===== config.mk =====
export PLATFORM = sky130hd
export DESIGN_NAME = ex_stage
export DESIGN_NICKNAME = d
export VERILOG_FILES = /design/src/rtl/riscv_pkg.sv /design/src/rtl/alu.sv /design/src/rtl/ex_stage.sv
export SDC_FILE = /design/constraint.sdc
export NUM_CORES = 1
export LEC_CHECK = 0
export ABC_AREA = 1
export BUFFER_PORTS_ARGS = -buffer_cell sky130_fd_sc_hd__buf_4
export CAP_MARGIN = 20
export CORE_MARGIN = 4
export CORE_UTILIZATION = 39
export CTS_BUF_LIST = sky130_fd_sc_hd__clkbuf_8
export DETAILED_ROUTE_END_ITERATION = 10
export PLACE_DENSITY_LB_ADDON = 0.1
export SETUP_SLACK_MARGIN = 0.1
export SYNTH_ARGS = -nofsm -noshare
export SYNTH_HDL_FRONTEND = slang
export SYNTH_HIERARCHICAL = 1
export SYNTH_SLANG_ARGS = --single-unit

===== constraint.sdc =====
create_clock -name clk -period 9.3 [get_ports clk]
set_input_delay 1.86 -clock clk [delete_from_list [all_inputs] [get_ports clk]]
set_output_delay 1.86 -clock clk [all_outputs]
set_load 0.05 [all_outputs]

===== src/rtl/riscv_pkg.sv =====
// Shared definitions for the RV32I pipeline.
//   XLEN       datapath width
//   alu_op_t   4-bit ALU operation codes
//   fwd_sel_t  operand forwarding source select
//   idex_t     ID/EX pipeline register contents
package riscv_pkg;

  localparam int XLEN = 32;

  typedef enum logic [3:0] {
    ALU_ADD  = 4'b0000,
    ALU_SUB  = 4'b0001,
    ALU_AND  = 4'b0010,
    ALU_OR   = 4'b0011,
    ALU_XOR  = 4'b0100,
    ALU_SLT  = 4'b0101,
    ALU_SRL  = 4'b0110,
    ALU_SRA  = 4'b0111,
    ALU_SLL  = 4'b1000,
    ALU_SLTU = 4'b1001
  } alu_op_t;

  typedef enum logic [1:0] {
    FWD_REG = 2'd0,
    FWD_WB  = 2'd1,
    FWD_MEM = 2'd2
  } fwd_sel_t;

  typedef struct packed {
    logic            valid;
    logic            reg_write;
    logic            mem_write;
    logic            jump;
    logic            branch;
    logic            alu_src;
    logic [1:0]      result_src;
    logic [3:0]      alu_ctrl;
    logic [2:0]      funct3;
    logic [XLEN-1:0] rd1;
    logic [XLEN-1:0] rd2;
    logic [XLEN-1:0] pc;
    logic [XLEN-1:0] imm;
    logic [XLEN-1:0] pc_plus4;
    logic [4:0]      rs1;
    logic [4:0]      rs2;
    logic [4:0]      rd;
  } idex_t;

endpackage


===== src/rtl/alu.sv =====
// Combinational RV32I ALU.
//   src_a, src_b  operands
//   op            operation code (unlisted codes yield 0)
//   result        operation result
//   zero          result == 0
module alu
  import riscv_pkg::*;
(
  input  logic [XLEN-1:0] src_a,
  input  logic [XLEN-1:0] src_b,
  input  alu_op_t         op,
  output logic [XLEN-1:0] result,
  output logic            zero
);

  logic signed [XLEN-1:0] src_a_s;
  logic signed [XLEN-1:0] src_b_s;
  logic        [4:0]      shamt;

  assign src_a_s = src_a;
  assign src_b_s = src_b;
  assign shamt   = src_b[4:0];

  always_comb begin
    result = '0;
    case (op)
      ALU_ADD:  result = src_a + src_b;
      ALU_SUB:  result = src_a - src_b;
      ALU_AND:  result = src_a & src_b;
      ALU_OR:   result = src_a | src_b;
      ALU_XOR:  result = src_a ^ src_b;
      ALU_SLT:  result = {{(XLEN-1){1'b0}}, (src_a_s < src_b_s)};
      ALU_SRL:  result = src_a >> shamt;
      ALU_SRA:  result = src_a_s >>> shamt;
      ALU_SLL:  result = src_a << shamt;
      ALU_SLTU: result = {{(XLEN-1){1'b0}}, (src_a < src_b)};
      default:  result = '0;
    endcase
  end

  assign zero = (result == '0);

endmodule


===== src/rtl/ex_stage.sv =====
// Execute stage: ID/EX register, operand forwarding, ALU and branch/jump
// resolution.
//   clk, reset            clock, async active-high reset
//   StallE, FlushE        hazard-unit hold / bubble insert (flush wins)
//   *D                    decode-stage controls, operands and indices
//   ALUResultM/RdM/RegWriteM  MEM-stage forward source
//   ResultW/RdW/RegWriteW     WB-stage forward source
//   ALUResultE, WriteDataE    ALU result and forwarded store data
//   PCSrcE, PCTargetE         redirect request to fetch
//   remaining *E              registered D fields
module ex_stage
  import riscv_pkg::*;
(
  input  logic            clk,
  input  logic            reset,
  input  logic            StallE,
  input  logic            FlushE,
  input  logic            ValidD,
  input  logic            RegWriteD,
  input  logic            MemWriteD,
  input  logic            JumpD,
  input  logic            BranchD,
  input  logic            ALUSrcD,
  input  logic [1:0]      ResultSrcD,
  input  logic [3:0]      ALUControlD,
  input  logic [2:0]      funct3D,
  input  logic [XLEN-1:0] RD1D,
  input  logic [XLEN-1:0] RD2D,
  input  logic [XLEN-1:0] PCD,
  input  logic [XLEN-1:0] ImmExtD,
  input  logic [XLEN-1:0] PCPlus4D,
  input  logic [4:0]      Rs1D,
  input  logic [4:0]      Rs2D,
  input  logic [4:0]      RdD,
  input  logic [XLEN-1:0] ALUResultM,
  input  logic [4:0]      RdM,
  input  logic            RegWriteM,
  input  logic [XLEN-1:0] ResultW,
  input  logic [4:0]      RdW,
  input  logic            RegWriteW,
  output logic [XLEN-1:0] ALUResultE,
  output logic [XLEN-1:0] WriteDataE,
  output logic [XLEN-1:0] PCTargetE,
  output logic [XLEN-1:0] PCPlus4E,
  output logic            PCSrcE,
  output logic            ValidE,
  output logic            RegWriteE,
  output logic            MemWriteE,
  output logic [1:0]      ResultSrcE,
  output logic [4:0]      Rs1E,
  output logic [4:0]      Rs2E,
  output logic [4:0]      RdE
);

  idex_t idex_d;
  idex_t idex_q;

  // ID/EX register: flush > stall > load (reset handled in the flop)
  always_comb begin
    idex_d = idex_q;
    if (FlushE) begin
      idex_d = '0;
    end else if (!StallE) begin
      idex_d.valid      = ValidD;
      idex_d.reg_write  = RegWriteD;
      idex_d.mem_write  = MemWriteD;
      idex_d.jump       = JumpD;
      idex_d.branch     = BranchD;
      idex_d.alu_src    = ALUSrcD;
      idex_d.result_src = ResultSrcD;
      idex_d.alu_ctrl   = ALUControlD;
      idex_d.funct3     = funct3D;
      idex_d.rd1        = RD1D;
      idex_d.rd2        = RD2D;
      idex_d.pc         = PCD;
      idex_d.imm        = ImmExtD;
      idex_d.pc_plus4   = PCPlus4D;
      idex_d.rs1        = Rs1D;
      idex_d.rs2        = Rs2D;
      idex_d.rd         = RdD;
    end
  end

  always_ff @(posedge clk or posedge reset) begin
    if (reset) idex_q <= '0;
    else       idex_q <= idex_d;
  end

  // EX: forwarding, MEM has priority over WB; x0 is never forwarded
  function automatic fwd_sel_t fwd_select(input logic [4:0] rs);
    if (RegWriteM && (RdM == rs) && (rs != 5'd0))      return FWD_MEM;
    else if (RegWriteW && (RdW == rs) && (rs != 5'd0)) return FWD_WB;
    else                                               return FWD_REG;
  endfunction

  fwd_sel_t        fwd_a_sel;
  fwd_sel_t        fwd_b_sel;
  logic [XLEN-1:0] fwd_a;
  logic [XLEN-1:0] fwd_b;
  logic [XLEN-1:0] src_b;
  logic [XLEN-1:0] alu_result;
  logic            alu_zero;
  logic            cond;
  logic            unused_funct3_bit1;

  always_comb begin
    fwd_a_sel = fwd_select(idex_q.rs1);
    fwd_b_sel = fwd_select(idex_q.rs2);
    case (fwd_a_sel)
      FWD_MEM: fwd_a = ALUResultM;
      FWD_WB:  fwd_a = ResultW;
      default: fwd_a = idex_q.rd1;
    endcase
    case (fwd_b_sel)
      FWD_MEM: fwd_b = ALUResultM;
      FWD_WB:  fwd_b = ResultW;
      default: fwd_b = idex_q.rd2;
    endcase
  end

  assign src_b = idex_q.alu_src ? idex_q.imm : fwd_b;

  alu u_alu (
    .src_a  (fwd_a),
    .src_b  (src_b),
    .op     (alu_op_t'(idex_q.alu_ctrl)),
    .result (alu_result),
    .zero   (alu_zero)
  );

  // funct3[2] picks slt/sltu bit vs. zero flag; funct3[0] inverts the sense
  assign cond = (idex_q.funct3[2] ? alu_result[0] : alu_zero) ^ idex_q.funct3[0];
  assign unused_funct3_bit1 = idex_q.funct3[1];

  // A bubble (valid=0) never redirects, even with stale jump/branch bits
  assign PCSrcE     = idex_q.valid & (idex_q.jump | (idex_q.branch & cond));
  assign PCTargetE  = idex_q.pc + idex_q.imm;
  assign ALUResultE = alu_result;
  assign WriteDataE = fwd_b;
  assign PCPlus4E   = idex_q.pc_plus4;
  assign ValidE     = idex_q.valid;
  assign RegWriteE  = idex_q.reg_write;
  assign MemWriteE  = idex_q.mem_write;
  assign ResultSrcE = idex_q.result_src;
  assign Rs1E       = idex_q.rs1;
  assign Rs2E       = idex_q.rs2;
  assign RdE        = idex_q.rd;

endmodule


==> qor.yml, run 1 <==
global_route:
  grt_pass1_wl_um: 169000
  grt.overflow.total: 0
  track_usage_pct: 35.1
  antenna_found_initial: 14
  grt_pass1_vias: 25622
  grt_max_degree: 185
finish:
  fillers: 6527
  drive_gt1_share_pct: 17.0
  nNetsFinal: 4639
  final_area_sq_um: 27300
  area_growth_pct: 16.0
logic_synthesis:
  syn_inst: 3980
  synth_compound_area_share_pct: 7.42
  ys_seq_area_share_pct: 20.1
  synth_fa_ha_area_share_pct: 7.07
  ys_ff_latch: 189
  syn_area_sq_um: 23500
  synth_top_family_by_area: "simple AND/OR/NAND/NOR gates"
  synth.top_cell.area_share_pct: 20.1
  synthTopCellsByArea: "dfrtp_1 20%, nand2_1 20%, nand3_1 20%"
  yosys_most_used_dff: "dfrtp_1"
  synth-xor-area-share_pct: 0.745
  yosysMostFrequentCell: "nand2_1"
  synthSimpleGateAreaFrac_pct: 51.4
  synthTopCellsByCount: "1258 x nand2_1, 919 x nand3_1, 404 x inv_1"
  synth-async-reset-ratio_pct: 100
  synth_fp_nets: 4381
  muxShareOfSynthArea_pct: 0
  yosysWarningCount: 6
  yosysTopAreaCell: "dfrtp_1"
  synth_enable_flop_cells: 0
  synthDistinctLibCells: 56
  synth_area_per_cell_sq_um: 5.91
sta:
  fin_crit_sh_pct: 96.1
  clock_skew_ns: 0
  setup_viol: 0
  min_period_ns: 8.93
  rsz0062_at_grt: "false"
  drv_slew: 0
  tns_ns: 0
  hold_viol_final: 0
  max_freq_mhz: 112
  whs_ns: 0.523
  worst_slew_pin_slew_ns: 0.980
  max_slew_margin_pct: 34.7
placement:
  place_hpwl_um: 96500
  gp_congestion: 1.03
  placed_cell_area_sq_um: 26800
  io_buffers: 417
clock_tree:
  numCtsBuffers: 17
  cts_root_buf: "clkbuf_8"
  cts_tree: "built"
  clock-sinks: 189
  path_clk_slew_ns: 0.10
  cts_max_level: 4
  clk_path_buf_depth: 2
  clk_latency_ns: 0.50
setup_path:
  cp_max_fo: 27
  cp.required_ns: 7.44
  end_kind: "primary output"
  crit_arrival_ns: 7.07
  worst-setup-path-type: "in -> out"
  crit_path_start_kind: "input port"
route:
  viasPerCell: 5.55
  antenna_left: 0
  wl_per_cell_um: 23.4
  drcViolationCount: 0
  drt_first_pass_iters: 9
  vias: 27904
  drt_iter0_markers: 3129
  wirelength_um: 118000
floorplan:
  pin_count: 419
  initial_core_util_pct: 39.6
  die_area_sq_um: 64300
  die_h_um: 254
  row_count: 89
  core_area_sq_um: 59400
  floorplan.die.width_um: 254
power_and_ir_drop:
  vdd_drop_max_v: 0.0000890
  p_leak_nw: 14.9
  p_per_area_nw_per_um2: 136
run_status:
  status: "finished, final reports clean"
run:
  drv_cap: 0
worst_hold_path:
  hold_path.class: "reg -> reg"
[flip-flops by register name, indices dropped and copies added (netlist names)]
register    count
PCPlus4E       32
RdE             5
MemWriteE       1
ResultSrcE      2
Rs2E            5
Rs1E            5
idex_q        137
RegWriteE       1
ValidE          1
[worst max-delay path: stages]
cell and delay, ns:
buf_4 0.12, o22ai_1 0.26, nor3_4 0.08, nand2_2 0.27
buf_4 0.34, nand3_1 0.15, nand3_1 0.47, inv_1 0.09
ha_1 0.36, buf_4 0.19, o21ai_0 0.15, a31oi_1 0.29
nand2_1 0.09, a21oi_1 0.33, nand3_1 0.20, nand3_1 0.14
nand2_1 0.18, nor2_1 0.14, nand2_1 0.07, nor2_2 0.21
nand2_1 0.20, nor2_2 0.23, nand2_1 0.07, nand2_1 0.07
o21ai_0 0.09, a21oi_1 0.14, buf_4 0.21
[per-layer routing]
metal	wire [um]	share of wire, %	track usage, %
met1	47100	40	44.8
met2	54100	46	57.2
met3	10800	9.2	8.33
met4	5390	4.6	14.7
met5	82	0.070	0
[power breakdown]
| part | internal (mW) | switching (mW) | leakage (nW) |
|---|---|---|---|
| sequential | 0.875 | 0.0529 | 2.48 |
| clock | 0.232 | 0.380 | 0.214 |
| combinational | 0.621 | 1.55 | 12.2 |
[metrics by stage]
stage	power [mW]	util, %	setup slack [ns]	std cells
final	3.71	46.0	0.366	5032
after CTS	3.67	45.9	0.386	5024
after global placement	3.06	45.2	0.450	4992
after floorplan	2.31	-	0.730	3980
after detailed placement	3.06	45.2	0.412	4992
after global routing	3.90	46.0	0.102	5032
[worst paths after layout]
path / from / end / slack (ns) / depth (start not counted)
worst max register to register: idex_q[184] / idex_q[184] / 8.12 / 2
max in group asynchronous: reset / idex_q[60] / 6.62 / 3
worst min register to register: idex_q[109] / idex_q[109] / 0.52 / 2
min in group asynchronous: reset / PCPlus4E[13] / 1.38 / 2
worst min-delay path: idex_q[109] / idex_q[109] / 0.52 / 2
worst max-delay path: RdM[1] / PCSrcE / 0.37 / 27
[timing repair]
item	in CTS	in global routing
hold buffers	0	0
endpoints found under the setup margin	0	1
resized for setup	0	11
buffers inserted	0	0
[area by class of cell]
cell class | count | area [sq um] | share of cell area (%)
diodes | 8 | 20.0 | 0.0734
well taps | 773 | 967 | 3.55
repair buffers | 501 | 3810 | 14.0
inverters | 427 | 1620 | 5.94
multi-input cells | 3102 | 15700 | 57.6
clock inverters | 15 | 199 | 0.729
clock buffers | 17 | 234 | 0.858
flip-flops and latches | 189 | 4730 | 17.3
[layout by cell type (no fill, tap or decap), types with 6 or more instances in the layout]
| master | netlist | final |
|---|---|---|
| dfrtp_1 | 189 | 189 |
| nor3_1 | 29 | 29 |
| nand2_1 | 1258 | 1253 |
| o21ai_0 | 137 | 137 |
| nand3_1 | 919 | 919 |
| nand3_2 | 99 | 99 |
| o21bai_1 | 11 | 11 |
| a21oi_1 | 102 | 102 |
| clkbuf_8 | 0 | 18 |
| inv_1 | 404 | 401 |
| inv_8 | 0 | 6 |
| inv_2 | 19 | 20 |
| nand4_1 | 36 | 36 |
| buf_4 | 63 | 496 |
| o211ai_1 | 7 | 7 |
| and2_1 | 12 | 12 |
| o22ai_1 | 26 | 26 |
| nor2_1 | 219 | 213 |
| xor2_1 | 17 | 17 |
| o21ai_1 | 7 | 7 |
| nand2_4 | 13 | 15 |
| nor2_2 | 13 | 19 |
| nand2_2 | 14 | 17 |
| clkinv_8 | 0 | 6 |
| diode_2 | 0 | 8 |
| ha_1 | 128 | 125 |
[logic make-up after synthesis]
family,after synthesis
AO/OA/AOI/OAI,317
XOR/XNOR,20
adder cells (fa/ha/maj),131
buffers and inverters,689
flip-flops,189
AND/OR/NAND/NOR,2634
(Power assumes the default switching activity.)
==> run 2, diff against run 1 <==
--- a/config.mk
+++ b/config.mk
@@ -13,7 +13,7 @@
 export CTS_BUF_LIST = sky130_fd_sc_hd__clkbuf_8
 export DETAILED_ROUTE_END_ITERATION = 10
 export PLACE_DENSITY_LB_ADDON = 0.1
-export SETUP_SLACK_MARGIN = 0.1
+export SETUP_SLACK_MARGIN = 0.5
 export SYNTH_ARGS = -nofsm -noshare
 export SYNTH_HDL_FRONTEND = slang
 export SYNTH_HIERARCHICAL = 1
==> run 2 against run 1 <==
Against the previous run: critical path depth up 7; worst hold slack worse by 0.0013 ns; critical endpoint unchanged; sequential power about the same; utilization up 0.50 points; clock-buffer cell count unchanged; sequential share of layout area down 0.18 points; critical path type unchanged.
==> qor.yml, run 2 (synthesis gave the netlist of run 1 again) <==
route:
  drt_iter0_markers: 3157
  antenna_left: 0
  drt_first_pass_iters: 9
  vias: 28080
  drcViolationCount: 0
  wl_per_cell_um: 23.4
  viasPerCell: 5.58
  wirelength_um: 118000
sta:
  worst_slew_pin_slew_ns: 0.954
  setup_viol: 0
  drv_slew: 0
  clock_skew_ns: 0
  min_period_ns: 8.52
  max_freq_mhz: 117
  whs_ns: 0.522
  max_slew_margin_pct: 36.4
  hold_viol_final: 0
  fin_crit_sh_pct: 91.6
  tns_ns: 0
  rsz0062_at_grt: "false"
power_and_ir_drop:
  p_per_area_nw_per_um2: 135
  p_leak_nw: 15.1
  p_int_mw: 1.74
  vdd_drop_max_v: 0.0000889
  combPwrFrac_pct: 58.7
  switching_share_pct: 53.4
  fin_total_pwr_mw: 3.73
  power_frac_seq_pct: 24.8
  p_clk_share_pct: 16.5
  switchingPower_mw: 1.99
setup_path:
  worst-setup-path-type: "in -> out"
  crit_top_cell: "nand2_1"
  crit_path_start_kind: "input port"
  timing.rr.end: "idex_q[184]"
  regToRegSetupSlack_ns: 8.12
  cp.required_ns: 7.44
  slowest_delay_ns: 0.36
  end_kind: "primary output"
  path_buf_inv: 8
  cp_num_cells: 34
  crit_arrival_ns: 6.66
  critical-path-top-delay-family: "simple AND/OR/NAND/NOR gates"
  cp_max_fo: 27
  critPathSlowestCell: "ha_2"
  reg2regPathDepth: 2
  r2r-start: "idex_q[184]"
placement:
  place_hpwl_um: 96500
  gp_congestion: 1.03
  dp.cells: 4992
  io_buffers: 417
  placed_cell_area_sq_um: 26800
floorplan:
  die_area_sq_um: 64300
  core_area_sq_um: 59400
  floorplan.die.width_um: 254
  row_count: 89
  initial_core_util_pct: 39.6
  die_h_um: 254
  pin_count: 419
run_status:
  status: "finished, final reports clean"
clock_tree:
  cts_tree: "built"
  cts_max_level: 4
  numCtsBuffers: 17
  path_clk_slew_ns: 0.10
  hold_buffers: 0
  cts_root_buf: "clkbuf_8"
  clk_path_buf_depth: 2
  clock-sinks: 189
  clk_latency_ns: 0.50
global_route:
  grt_pass1_vias: 25627
  antenna_found_initial: 14
  track_usage_pct: 35.2
  grt_max_degree: 185
  grt.overflow.total: 0
  grt_pass1_wl_um: 169000
finish:
  layout_common_cells: "1249 x nand2_1, 901 x nand3_1, 492 x buf_4"
  stdcell_count: 5035
  drive_gt1_share_pct: 18.1
  largest_reg_flops: 137
  final_area_sq_um: 27600
  nNetsFinal: 4642
  fillers: 6499
  final_common_cell: "nand2_1"
  area_growth_pct: 17.3
  regMostFlops: "idex_q"
worst_hold_path:
  hold_depth: 2
  hold_end: "idex_q[109]"
  hold_path.class: "reg -> reg"
  worstHoldStart: "idex_q[109]"
run:
  drv_cap: 0
[run 2: power groups by stage]
stage	sequential, mW	combinational [mW]	clock (mW)
floorplan	0.923	1.39	0
global placement	0.942	2.12	0
detailed placement	0.943	2.12	0
CTS	0.927	2.13	0.622
global route	0.933	2.34	0.650
finish	0.928	2.19	0.614
[run 2: worst reg2reg max path: cells and delay by family, from the launching register on]
family | cells | cell delay [ns]
DFF | 1 | 0.39
buffers and inverters | 1 | 0.48
AOI/OAI and AO/OA | 1 | 0.18
[run 2: worst max path at each step]
stage	startpoint	end
floorplan	RdM[3]	PCSrcE
global placement	RdM[4]	PCSrcE
detailed placement	RdM[4]	PCSrcE
CTS	RdM[4]	PCSrcE
global route	RdM[3]	PCSrcE
finish	RdM[3]	PCSrcE
[run 2: layout make-up]
| type | instances | area [sq um] | share of cell area, % |
|---|---|---|---|
| Antenna cell | 8 | 20.0 | 0.0726 |
| Clock buffer | 17 | 234 | 0.848 |
| Clock inverter | 15 | 199 | 0.721 |
| Inverter | 427 | 1620 | 5.88 |
| Multi-Input combinational cell | 3102 | 15900 | 57.7 |
| Sequential cell | 189 | 4730 | 17.2 |
| Tap cell | 773 | 967 | 3.51 |
| Timing Repair Buffer | 504 | 3890 | 14.1 |
[run 2: routing by layer]
metal | part of all wire [%] | GRT usage, %
met2 | 46 | 57.2
met5 | 0.066 | 0
met3 | 9.6 | 8.33
met4 | 4.8 | 14.7
met1 | 40 | 44.9
[run 2: timing repair]
item                                    in CTS  in global routing
pin swaps                                    0                  3
gates cloned                                 0                  0
buffers inserted                             0                  3
gates resized for setup                      4                 71
endpoints found under the setup margin       1                  1
[run 2: stage by stage]
step           worst slack (ns)  util, %
2_1_floorplan             0.730        -
4_1_cts                   0.506     45.9
3_5_place_dp              0.412     45.2
6_report                  0.785     46.5
3_3_place_gp              0.450     45.2
5_1_grt                   0.509     46.5
